--- config.mk ---
export PLATFORM = sky130hd
export DESIGN_NAME = fetch_stage_flat
export DESIGN_NICKNAME = d
export VERILOG_FILES = /design/src/rtl/fetch_stage_if.sv /design/src/rtl/fetch_stage.sv /design/src/flat_wrapper.sv
export SDC_FILE = /design/constraint.sdc
export NUM_CORES = 1
export LEC_CHECK = 0
export CAP_MARGIN = 10
export CORE_ASPECT_RATIO = 0.7
export CORE_MARGIN = 1.5
export CORE_UTILIZATION = 40
export DETAILED_ROUTE_END_ITERATION = 8
export HOLD_SLACK_MARGIN = 0.05
export PLACE_DENSITY = 0.77
export REMOVE_ABC_BUFFERS = 1
export SLEW_MARGIN = 10
export SYNTH_ARGS = -nofsm -noshare
export SYNTH_HDL_FRONTEND = slang
export SYNTH_SLANG_ARGS = --single-unit
export TNS_END_PERCENT = 50
--- constraint.sdc ---
create_clock -name clk -period 5.24 [get_ports clk]
set_clock_uncertainty 0.15 [all_clocks]
set_input_delay 1.048 -clock clk [delete_from_list [all_inputs] [get_ports clk]]
set_output_delay 1.048 -clock clk [all_outputs]
set_load 0.02 [all_outputs]
--- src/rtl/fetch_stage_if.sv ---
// Fetch-stage bus bundle: instruction memory port, hazard/EX redirect inputs, decoder handshake, IF/ID outputs.
// Latency: n/a (wires only).
// Backpressure: stall is carried here from the hazard unit; no valid/ready pairs are involved.
interface fetch_stage_if #(
    parameter int PC_W = 16
);
    logic [PC_W-1:0] imem_addr;
    logic [15:0]     imem_rdata;
    logic            stall;
    logic            ex_branch_taken;
    logic [PC_W-1:0] ex_branch_target;
    logic            jmp;
    logic            select_pc_src;
    logic            update_rr;
    logic [15:0]     id_instr;
    logic [3:0]      id_opcode;
    logic [2:0]      id_func;
    logic [PC_W-1:0] id_pc;
    logic            id_valid;
    logic [PC_W-1:0] rr;

    // Fetch stage side
    modport master (
        output imem_addr, id_instr, id_opcode, id_func, id_pc, id_valid, rr,
        input  imem_rdata, stall, ex_branch_taken, ex_branch_target,
               jmp, select_pc_src, update_rr
    );

    // Environment side (memory, hazard unit, EX, decoder)
    modport slave (
        input  imem_addr, id_instr, id_opcode, id_func, id_pc, id_valid, rr,
        output imem_rdata, stall, ex_branch_taken, ex_branch_target,
               jmp, select_pc_src, update_rr
    );
endinterface

--- src/rtl/fetch_stage.sv ---
// Instruction fetch + IF/ID register: owns pc and rr, inserts bubbles on jump/call/ret and taken branches.
// Latency: fetch to ID is 1 cycle; redirects cost 1 bubble.
// Backpressure: stall freezes pc, IF/ID and rr; a taken EX branch overrides stall.
module fetch_stage #(
    parameter int              PC_W     = 16,
    parameter logic [PC_W-1:0] RESET_PC = '0
) (
    input  logic         clk,
    input  logic         reset,
    fetch_stage_if.master bus
);
    logic [PC_W-1:0] pc, pc_nxt;
    logic [PC_W-1:0] rr_q, rr_nxt;
    logic [PC_W-1:0] id_pc_q, id_pc_nxt;
    logic [15:0]     id_instr_q, id_instr_nxt;
    logic            id_valid_q, id_valid_nxt;

    logic [PC_W-1:0] jump_target;
    logic            redirect_jmp;
    logic            redirect_ret;
    logic            rr_wr;

    // Decoder controls only count when ID holds a real instruction
    assign redirect_jmp = id_valid_q & bus.select_pc_src & bus.jmp;
    assign redirect_ret = id_valid_q & bus.select_pc_src & ~bus.jmp;
    assign rr_wr        = id_valid_q & bus.update_rr & ~bus.stall & ~bus.ex_branch_taken;
    assign jump_target  = id_pc_q + {{(PC_W-9){id_instr_q[11]}}, id_instr_q[11:3]};

    // Next-state selection: branch > stall > jump/call > ret > sequential fetch
    always_comb begin
        pc_nxt       = pc;
        id_pc_nxt    = id_pc_q;
        id_instr_nxt = id_instr_q;
        id_valid_nxt = id_valid_q;
        rr_nxt       = rr_q;
        if (bus.ex_branch_taken) begin
            pc_nxt       = bus.ex_branch_target;
            id_instr_nxt = 16'h0000;
            id_valid_nxt = 1'b0;
        end else if (bus.stall) begin
            pc_nxt = pc;
        end else if (redirect_jmp) begin
            pc_nxt       = jump_target;
            id_instr_nxt = 16'h0000;
            id_valid_nxt = 1'b0;
        end else if (redirect_ret) begin
            pc_nxt       = rr_q;
            id_instr_nxt = 16'h0000;
            id_valid_nxt = 1'b0;
        end else begin
            pc_nxt       = pc + PC_W'(1);
            id_instr_nxt = bus.imem_rdata;
            id_pc_nxt    = pc;
            id_valid_nxt = 1'b1;
        end
        if (rr_wr) begin
            rr_nxt = id_pc_q + PC_W'(1);
        end
    end

    // State registers; reset discards any in-flight redirect
    always_ff @(posedge clk or posedge reset) begin
        if (reset) begin
            pc         <= RESET_PC;
            rr_q       <= '0;
            id_pc_q    <= '0;
            id_instr_q <= 16'h0000;
            id_valid_q <= 1'b0;
        end else begin
            pc         <= pc_nxt;
            rr_q       <= rr_nxt;
            id_pc_q    <= id_pc_nxt;
            id_instr_q <= id_instr_nxt;
            id_valid_q <= id_valid_nxt;
        end
    end

    assign bus.imem_addr = pc;
    assign bus.rr        = rr_q;
    assign bus.id_instr  = id_instr_q;
    assign bus.id_opcode = id_instr_q[15:12];
    assign bus.id_func   = id_instr_q[2:0];
    assign bus.id_pc     = id_pc_q;
    assign bus.id_valid  = id_valid_q;
endmodule
--- src/flat_wrapper.sv ---
// flat-port wrapper written by rule: the top's interface ports become plain ports
module fetch_stage_flat 
#(
    parameter int              PC_W     = 16,
    parameter logic [PC_W-1:0] RESET_PC = '0
)
  (clk, reset, bus_imem_addr, bus_id_instr, bus_id_opcode, bus_id_func, bus_id_pc, bus_id_valid, bus_rr, bus_imem_rdata, bus_stall, bus_ex_branch_taken, bus_ex_branch_target, bus_jmp, bus_select_pc_src, bus_update_rr);
  fetch_stage_if #(.PC_W(PC_W)) bus_i ();
  input  logic clk;
  input  logic reset;
  output wire logic [$bits(bus_i.imem_addr)-1:0] bus_imem_addr;
  output wire logic [$bits(bus_i.id_instr)-1:0] bus_id_instr;
  output wire logic [$bits(bus_i.id_opcode)-1:0] bus_id_opcode;
  output wire logic [$bits(bus_i.id_func)-1:0] bus_id_func;
  output wire logic [$bits(bus_i.id_pc)-1:0] bus_id_pc;
  output wire logic [$bits(bus_i.id_valid)-1:0] bus_id_valid;
  output wire logic [$bits(bus_i.rr)-1:0] bus_rr;
  input wire logic [$bits(bus_i.imem_rdata)-1:0] bus_imem_rdata;
  input wire logic [$bits(bus_i.stall)-1:0] bus_stall;
  input wire logic [$bits(bus_i.ex_branch_taken)-1:0] bus_ex_branch_taken;
  input wire logic [$bits(bus_i.ex_branch_target)-1:0] bus_ex_branch_target;
  input wire logic [$bits(bus_i.jmp)-1:0] bus_jmp;
  input wire logic [$bits(bus_i.select_pc_src)-1:0] bus_select_pc_src;
  input wire logic [$bits(bus_i.update_rr)-1:0] bus_update_rr;
  assign bus_imem_addr = bus_i.imem_addr;
  assign bus_id_instr = bus_i.id_instr;
  assign bus_id_opcode = bus_i.id_opcode;
  assign bus_id_func = bus_i.id_func;
  assign bus_id_pc = bus_i.id_pc;
  assign bus_id_valid = bus_i.id_valid;
  assign bus_rr = bus_i.rr;
  assign bus_i.imem_rdata = bus_imem_rdata;
  assign bus_i.stall = bus_stall;
  assign bus_i.ex_branch_taken = bus_ex_branch_taken;
  assign bus_i.ex_branch_target = bus_ex_branch_target;
  assign bus_i.jmp = bus_jmp;
  assign bus_i.select_pc_src = bus_select_pc_src;
  assign bus_i.update_rr = bus_update_rr;
  fetch_stage #(.PC_W(PC_W), .RESET_PC(RESET_PC)) u_core (.clk(clk), .reset(reset), .bus(bus_i));
endmodule
==> flow_summary_export.csv <==
group,metric,value,unit
route,avgRoutedWirePerCell,19.80,um
clock_tree,clock-sinks,65,
critical_path,cp.arrival,3310,ps
clock_tree,clockBufferDepth,2,
clock_tree,cts_inserted_buffers,9,
sta,drv_slew,0,
synthesis,syn_area,4159,um2
critical_path,cp-start-kind,"input port",
sta,max_freq,0.3086,GHz
critical_path,cp_max_fo,28,
grt,grt_pass1_vias,3831,
sta,tns,0,ps
power_and_ir_drop,max-vdd-ir-drop,195.5,uV
power_and_ir_drop,finalPower,2144,uW
clock_tree,clkTransAtPathRegs,50,ps
floorplan,row_count,30,
clock_tree,worst_skew_pair.late_latency,340,ps
grt,grt_max_degree,66,
grt,grt_overflow,0,
synthesis,synth.distinct_cells,63,
sta,slew_headroom,0.4436,
clock_tree,cts_tree,"built",
floorplan,die_h,88.32,um
power_and_ir_drop,power_leakage,0.002322,uW
synthesis,seq_area_frac_synth,0.3911,
critical_path,worstPathCellList,"clkdlybuf4s50_1, or2_1, nor2_4, buf_4, mux2_2",
finish,fin_nets,605,
sta,fin_crit_sh,0.6184,
floorplan,die_w,124.9,um
worst_hold_path,hold_class,"reg2reg",
clock_tree,cts-htree-levels,3,
finish,n_fill_cell,900,
finish,final_cell_mix,"110 x clkdlybuf4s50_1, 65 x dfrtp_1, 45 x nor2_1",
finish,drive_above_1_share,0.08861,
critical_path,crit_slowest_cell,"clkdlybuf4s50_1",
floorplan,ios,111,
floorplan,die-area,11030,um2
floorplan,core-area,9910,um2
place,gp_congestion,0.8968,
synthesis,synth-edff-count,0,
power_and_ir_drop,powerDensity,380.7,nW/um2
synthesis,ys.flop_type,"dfrtp_1",
route,vias_per_cell,5.860,
route,drc_errors,0,
grt,use_met2,0.3736,
clock_tree,cts-root-buf,"clkbuf_16",
synthesis,postSynth.asyncResetShare,1.000,
finish,area_delta_synth_final,35.41,%
sta,worst_pin_slew,834.6,ps
grt,grtUsageTotal,0.2484,
place,portBuffers,110,
sta,rsz0062_at_grt,"false",
finish,layout_commonest_cell,"clkdlybuf4s50_1",
clock_tree,postCtsSetupBuffers,0,
synthesis,synthCells,453,
grt,grt_pass1_wl,21070,um
route,ant_nets,0,
route,drt_pre_antenna_iters,5,
critical_path,worstSetupPathType,"in2reg",
critical_path,slowest_delay,720,ps
grt,grt-busiest-layer,"met2",
grt,antenna_found_initial,0,
outcome,status,"finished clean",
clock_tree,postCtsHoldBufs,0,
finish,antennaDiodeCount,0,
synthesis,synth.avg_cell_area,9.181,um2
floorplan,initial_core_util,0.4197,
route,drt_iter0_drc,339,
sta,fin_crit,3241,ps
place,dp_hpwl,9911,um
critical_path,cp.required,5310,ps
critical_path,worstSetupEndpointType,"flip-flop",
place,placed_area,5315,um2
route,wirelength,13490,um
sta,setup_viol,0,
sta,hold_violations,0,
grt,use_met1,0.3522,
synthesis,yosysWarnings,0,
route,vias,3991,
job,maxCapViolCount,0,
grt,use_met3,0.07799,
clock_tree,postCtsResizedCells,0,
finish,final_cell_area,5632,um2
synthesis,ys_ff_latch,65,
==> through the flow <==
| stage | util | hold slack [ps] | setup WS [ps] | instances |
|---|---|---|---|---|
| after floorplan | - | 483.2 | 2416 | 420 |
| after global placement | 0.5364 | 358.1 | 1747 | 665 |
| after detailed placement | 0.5364 | 365.1 | 1655 | 665 |
| after CTS | 0.5683 | 382.7 | 2020 | 681 |
| after global routing | 0.5683 | 406.0 | 1897 | 681 |
| final | 0.5683 | 374.6 | 1999 | 681 |
==> report_power, final <==
group          total (uW)  switching [uW]  internal, uW  leakage, uW
Clock                 632             226           406     0.000151
Combinational         769             403           367      0.00137
Sequential            743             149           594     0.000799
Total                2140             777          1370      0.00232
==> cells in the mapped netlist (4+ instances only) <==
cell / number / share of area
a21o_1: 8 / 0.014
nand2_1: 30 / 0.027
o21ai_0: 21 / 0.025
mux2i_1: 5 / 0.012
inv_1: 8 / 0.0072
clkbuf_1: 17 / 0.015
a211oi_1: 8 / 0.014
nand3_1: 17 / 0.020
xnor2_1: 18 / 0.038
nor3_1: 6 / 0.0072
and3_1: 6 / 0.0090
buf_4: 8 / 0.014
nor2b_1: 7 / 0.011
nor2_1: 45 / 0.041
a22oi_1: 4 / 0.0072
ha_1: 17 / 0.051
xor2_1: 13 / 0.027
buf_2: 5 / 0.0060
o21ai_1: 5 / 0.0060
mux2_2: 16 / 0.043
a21oi_1: 43 / 0.052
dfrtp_1: 65 / 0.39
a31oi_1: 4 / 0.0060
nand4_1: 9 / 0.014
a22o_1: 16 / 0.034
==> per-layer routing <==
metal / vias up / part of all wire
met5: - / 0
met4: 0 / 0.012
met3: 20 / 0.085
met2: 186 / 0.43
met1: 1946 / 0.47
li1: 1839 / -
==> cells by family after synthesis <==
logic type	synth area share
AOI/OAI and AO/OA	0.2220
and+or+nand+nor	0.1646
DFF	0.3911
buffers and inverters	0.04573
xor gates and xnor gates	0.06528
muxes	0.05535
adders and majority gates	0.05596
==> sequential cells by signal, indices dropped and copies added, names as in the netlist <==
name,cells
u_core.bus.rr,16
u_core.bus.id_valid,1
u_core.bus.id_pc,16
u_core.bus.id_instr,16
u_core.bus.imem_addr,16
==> worst paths after layout <==
kind	from	endpoint	slack (ps)	cells past startpoint
setup / recovery	bus_ex_branch_taken	u_core.bus.id_pc[5]	2000	5
hold reg to reg	u_core.bus.id_instr[12]	u_core.bus.id_instr[12]	370	1
hold / removal	u_core.bus.id_instr[12]	u_core.bus.id_instr[12]	370	1
min in group asynchronous	reset	u_core.bus.id_instr[13]	1110	3
max in group asynchronous	reset	u_core.bus.imem_addr[1]	3260	3
setup reg to reg	u_core.bus.id_pc[0]	u_core.bus.imem_addr[10]	2500	8
==> area by class of cell <==
type / instances / area, um2 / area share
clock buffer: 12 / 266.5 / 0.04732
clock inverter: 4 / 50.05 / 0.008887
inverter: 8 / 30.03 / 0.005332
multi-input combinational: 347 / 2345 / 0.4164
sequential: 65 / 1627 / 0.2888
tap: 128 / 160.2 / 0.02844
timing repair buffer: 117 / 1154 / 0.2048
==> critical path, delay by kind of cell <==
kind | cells | cell delay (ps)
muxes | 1 | 380
and+or+nand+nor | 2 | 760
buffers and inverters | 2 | 1090
No activity file was read; power rests on OpenSTA's default activity.
